==> config.mk <==
export PLATFORM = sky130hd
export DESIGN_NAME = alu_arbiter
export DESIGN_NICKNAME = d
export VERILOG_FILES = /design/src/rtl/alu_ctrl_pkg.sv /design/src/rtl/rr_arb2.sv /design/src/rtl/alu_arbiter.sv
export SDC_FILE = /design/constraint.sdc
export NUM_CORES = 1
export LEC_CHECK = 0
export BUFFER_PORTS_ARGS = -buffer_cell sky130_fd_sc_hd__buf_2
export CORE_AREA = 2 2 65 42
export DETAILED_ROUTE_END_ITERATION = 16
export DIE_AREA = 0 0 67 44
export PLACE_DENSITY = 0.75
export SYNTH_ARGS = -nofsm -noshare
export SYNTH_HDL_FRONTEND = slang
export SYNTH_SLANG_ARGS = --single-unit
==> constraint.sdc <==
create_clock -name clk -period 1.38 [get_ports clk]
set_input_delay 0.138 -clock clk [delete_from_list [all_inputs] [get_ports clk]]
set_output_delay 0.138 -clock clk [all_outputs]
set_load 0.02 [all_outputs]
==> src/rtl/alu_ctrl_pkg.sv <==
// Shared opcode constants, FSM state encoding and opcode legality helper for alu_arbiter.
package alu_ctrl_pkg;

  localparam logic [2:0] OP_NOT        = 3'b000;
  localparam logic [2:0] OP_AND        = 3'b001;
  localparam logic [2:0] OP_OR         = 3'b010;
  localparam logic [2:0] OP_XOR        = 3'b011;
  localparam logic [2:0] OP_ADD        = 3'b100;
  localparam logic [2:0] OP_LAST_LEGAL = OP_ADD;

  typedef enum logic [1:0] {
    IDLE = 2'd0,
    EXEC = 2'd1,
    RESP = 2'd2
  } state_t;

  function automatic logic op_is_legal(input logic [2:0] op);
    return op <= OP_LAST_LEGAL;
  endfunction

endpackage

==> src/rtl/rr_arb2.sv <==
// Two-way round-robin arbiter; the pointer names the requester that wins a tie and
// moves past the current winner when advance_i is pulsed.
module rr_arb2 (
  input  logic       clk,
  input  logic       rst,
  input  logic [1:0] req_i,
  input  logic       advance_i,
  output logic [1:0] gnt_o
);

  logic ptr_q;

  always_comb begin
    // NOTE: every combinational output gets a default first so no path leaves it unassigned (no latch).
    gnt_o = 2'b00;
    unique case (req_i)
      2'b01:   gnt_o = 2'b01;
      2'b10:   gnt_o = 2'b10;
      2'b11:   gnt_o = ptr_q ? 2'b10 : 2'b01;
      default: gnt_o = 2'b00;
    endcase
  end

  // Served requester 0 -> requester 1 gets priority next, and vice versa.
  always_ff @(posedge clk or posedge rst) begin
    // NOTE: state registers use non-blocking assignments so every flop samples pre-edge values.
    if (rst)            ptr_q <= 1'b0;
    else if (advance_i) ptr_q <= gnt_o[0];
  end

endmodule

==> src/rtl/alu_arbiter.sv <==
// Round-robin sharing of one combinational ALU between two requesters (IDLE->EXEC->RESP).
// Optional ALU_ILLEGAL_OP_ERR_EN adds rsp_err_o and blocks illegal opcodes from the ALU.
module alu_arbiter
  import alu_ctrl_pkg::*;
#(
  parameter int WIDTH = 4,
  parameter int OPW   = 3
) (
  input  logic                 clk,
  input  logic                 rst,
  input  logic [1:0]           req_valid_i,
  output logic [1:0]           req_ready_o,
  input  logic [2*WIDTH-1:0]   req_a_i,
  input  logic [2*WIDTH-1:0]   req_b_i,
  input  logic [2*OPW-1:0]     req_op_i,
  output logic [1:0]           rsp_valid_o,
  input  logic [1:0]           rsp_ready_i,
  output logic [WIDTH-1:0]     rsp_c_o,
  output logic                 rsp_co_o,
`ifdef ALU_ILLEGAL_OP_ERR_EN
  output logic                 rsp_err_o,
`endif
  output logic [WIDTH-1:0]     alu_a_o,
  output logic [WIDTH-1:0]     alu_b_o,
  output logic [OPW-1:0]       alu_op_o,
  input  logic [WIDTH-1:0]     alu_c_i,
  input  logic                 alu_co_i
);

  state_t           state_q, state_d;
  logic             gnt_idx_q;
  logic [WIDTH-1:0] a_q, b_q, rsp_c_q;
  logic [OPW-1:0]   op_q;
  logic             rsp_co_q;
  logic [1:0]       arb_req, arb_gnt;
  logic             advance;
  logic             win_idx;
  logic [WIDTH-1:0] win_a, win_b;
  logic [OPW-1:0]   win_op;

  // While responding, the arbiter only sees the served requester so advance moves past it.
  always_comb begin
    arb_req = req_valid_i;
    if (state_q == RESP) arb_req = gnt_idx_q ? 2'b10 : 2'b01;
  end

  rr_arb2 u_rr_arb2 (
    .clk       (clk),
    .rst       (rst),
    .req_i     (arb_req),
    .advance_i (advance),
    .gnt_o     (arb_gnt)
  );

  assign win_idx = arb_gnt[1];
  assign win_a   = win_idx ? req_a_i[2*WIDTH-1:WIDTH] : req_a_i[WIDTH-1:0];
  assign win_b   = win_idx ? req_b_i[2*WIDTH-1:WIDTH] : req_b_i[WIDTH-1:0];
  assign win_op  = win_idx ? req_op_i[2*OPW-1:OPW]    : req_op_i[OPW-1:0];

  always_comb begin
    state_d     = state_q;
    req_ready_o = 2'b00;
    rsp_valid_o = 2'b00;
    advance     = 1'b0;
    unique case (state_q)
      IDLE: if (|req_valid_i) begin
        req_ready_o = arb_gnt;
        state_d     = EXEC;
      end
      EXEC: state_d = RESP;
      RESP: begin
        rsp_valid_o[gnt_idx_q] = 1'b1;
        if (rsp_ready_i[gnt_idx_q]) begin
          advance = 1'b1;
          state_d = IDLE;
        end
      end
      default: state_d = IDLE;
    endcase
  end

`ifdef ALU_ILLEGAL_OP_ERR_EN
  logic illegal_q, rsp_err_q;

  always_ff @(posedge clk or posedge rst) begin
    if (rst) begin
      illegal_q <= 1'b0;
      rsp_err_q <= 1'b0;
    end else begin
      if (state_q == IDLE && |req_valid_i) illegal_q <= !op_is_legal(win_op);
      if (state_q == EXEC)                 rsp_err_q <= illegal_q;
    end
  end

  assign rsp_err_o = rsp_err_q;
`endif

  always_ff @(posedge clk or posedge rst) begin
    // NOTE: all datapath registers are reset because alu_* and rsp_* must never show X.
    if (rst) begin
      state_q   <= IDLE;
      gnt_idx_q <= 1'b0;
      a_q       <= '0;
      b_q       <= '0;
      op_q      <= '0;
      rsp_c_q   <= '0;
      rsp_co_q  <= 1'b0;
    end else begin
      state_q <= state_d;
      if (state_q == IDLE && |req_valid_i) begin
        gnt_idx_q <= win_idx;
        a_q       <= win_a;
        b_q       <= win_b;
`ifdef ALU_ILLEGAL_OP_ERR_EN
        op_q      <= op_is_legal(win_op) ? win_op : OP_NOT;
`else
        op_q      <= win_op;
`endif
      end
      if (state_q == EXEC) begin
`ifdef ALU_ILLEGAL_OP_ERR_EN
        // The substituted NOT still produces ~a, so illegal ops must be zeroed here.
        rsp_c_q  <= illegal_q ? '0 : alu_c_i;
        rsp_co_q <= illegal_q ? 1'b0 : alu_co_i;
`else
        rsp_c_q  <= alu_c_i;
        rsp_co_q <= alu_co_i;
`endif
      end
    end
  end

  assign alu_a_o  = a_q;
  assign alu_b_o  = b_q;
  assign alu_op_o = op_q;
  assign rsp_c_o  = rsp_c_q;
  assign rsp_co_o = rsp_co_q;

endmodule

==> out/metrics.cfg <==
[status]
status=finished clean

[finish]
nets=192
drive_gt1_frac=0.4430
diodes=0
synthToLayoutAreaGrowth_pct=42.99

[yosys]
yosys.area.top_type=dfrtp_1
synth_cell_type_count=21
yosys_warnings=0
synth.cell_area_um2=963.4
ys.flop_type=dfrtp_1
ys_ff_latch=20
synthTopCellsByCount=dfrtp_1, a21oi_1, a31oi_1
synth_top_area_frac=0.5195
avgSynthCellArea_um2=9.539
synth.net_count=134
netlist_instances=101
synth_edf_count=0
synth-async-reset-ratio=1.000
yosysMostFrequentCell=dfrtp_1
ys_seq_area_frac=0.5195
synthTopCellsByArea=dfrtp_1, a31oi_1, a21oi_1

[critical_path]
endpoint_kind=primary output
cp_max_fo=5
criticalPathCategory=reg -> out
worstRegToRegCells=3
worstPathRequired_ns=1.24
start_kind=register
cp.arrival_ns=1.19

[detailed_routing]
wl_per_cell_um=15.21
ant_nets=0
finalWirelength_mm=2.890
drc_errors=0
firstDrtPassIters=4
viasPerCell=5.411
drt-initial-drc-count=53
vias=1028

[place]
gp_congestion=0.7702
place_hpwl_mm=2.088
portBuffers=52

[global_routing]
grt_pass1_vias=968
antenna_found_initial=0
grt_pass1_wl_mm=4.436
overflow=0
grt_usage=0.2041
grt_start_max_net_pins=21

[clock_tree]
numClockSinks=20
cts.htree.levels=1
clockBufferDepth=2
path_clk_slew_ns=0.07
cts_tree=done
insertion_delay_ns=0.26
root_buffer=clkbuf_8
cts_buffers=3

[timing]
worstMarginPinSlew_ns=0.3219
max_freq_ghz=0.7545
relSlewSlack=0.7852
hold_viol=0
clock_skew_ns=0.003144
drv_slew=0
grt_setup_unrepaired=yes
hold_ws_ns=0.08764
tns_ns=0
setup_viol=0
period_needed_ns=1.325
period_share=0.9604

[power]
max-vdd-ir-drop_mv=1.485
p_per_area_mw_per_mm2=2320
leakage_nw=0.6768

[floorplan]
dieArea_mm2=0.002948
row_count=14
die-width_um=67
io_pins=53
core_mm2=0.002382
start_util=0.4044
dieHeight_um=44

[worst_hold_path]
min_path_cells=2
hold_path.class=in -> reg

[job]
cap_violations=0

-- layout make-up --
cell class,instances,area (um2)
clock buffers,3,41.29
multi-input cells,68,410.4
flip-flops and latches,20,501.7
clock inverters,1,30.03
well taps,32,40.04
inverters,5,18.77
repair buffers,61,335.3
fillers,241,1005
-- through the flow --
stage	area, um2	instances	total power, W	worst slack (ns)	util
2_1_floorplan	963.4	101	0.002043	0.2019	-
5_1_grt	1378	190	0.003400	-0.002841	0.5783
3_5_place_dp	1272	184	0.002559	0.1947	0.5341
4_1_cts	1359	189	0.003160	0.01928	0.5704
6_report	1378	190	0.003196	0.05459	0.5783
3_3_place_gp	1272	184	0.002491	0.2523	0.5341
-- logic make-up after synthesis --
kind of cell    synth area share
compound gates            0.2208
mux                      0.05844
simple gates              0.1364
flops                     0.5195
buf+inv                  0.06492
-- flip-flops by register name (all words and copies together) (netlist names) --
register	count
state_q	2
rsp_c_o	4
alu_b_o	4
rsp_co_o	1
u_rr_arb2.ptr_q	1
alu_op_o	3
gnt_idx_q	1
alu_a_o	4
-- path summary, 6_finish.rpt --
check	slack, ns	to	start
worst max-delay path	0.05	req_ready_o[1]	state_q[1]
worst min-delay path	0.09	rsp_c_o[3]	alu_c_i[3]
worst max register to register	0.06	rsp_c_o[0]	state_q[1]
worst min register to register	0.49	rsp_c_o[2]	rsp_c_o[2]
max in group asynchronous	0.70	state_q[1]	rst
min in group asynchronous	0.45	rsp_c_o[3]	rst
-- metal layers --
layer	vias up	routed length, um	global-route usage
li1	475	-	-
met1	501	1227	0.2718
met2	48	1443	0.3465
met3	4	191	0.03896
met4	0	27	0.04898
met5	-	0	0
-- critical path: stages (launching register included) --
cell and delay [ns]:
dfrtp_2 0.42, nor2_4 0.17, and3_4 0.21, buf_4 0.13
-- power breakdown --
group	leakage [nW]	switching [W]	internal (W)	total, W
logic	0.415	0.000924	0.000611	0.00154
registers	0.226	0.000199	0.000886	0.00108
clock network	0.0357	0.000189	0.000387	0.000576
total	0.677	0.00131	0.00188	0.00320
-- cells in the final DEF (no fill, tap or decap), drive strengths merged, types with 2 or more instances in the layout --
cell	instances
a21oi	12
a31oi	12
and3	3
buf	60
clkbuf	3
dfrtp	20
inv	5
mux2	5
nand2	2
nand2b	3
nand3	11
nor2	3
o21ai	14
-- repair_timing --
item / in CTS / in global routing
hold endpoints to repair: 20 / 0
pin swaps: 0 / 1
setup buffers: 0 / 1
endpoints found under the setup margin: 2 / 2
resized for setup: 1 / 4
hold buffers: 1 / 0
No activity file was read; power rests on OpenSTA's default activity.
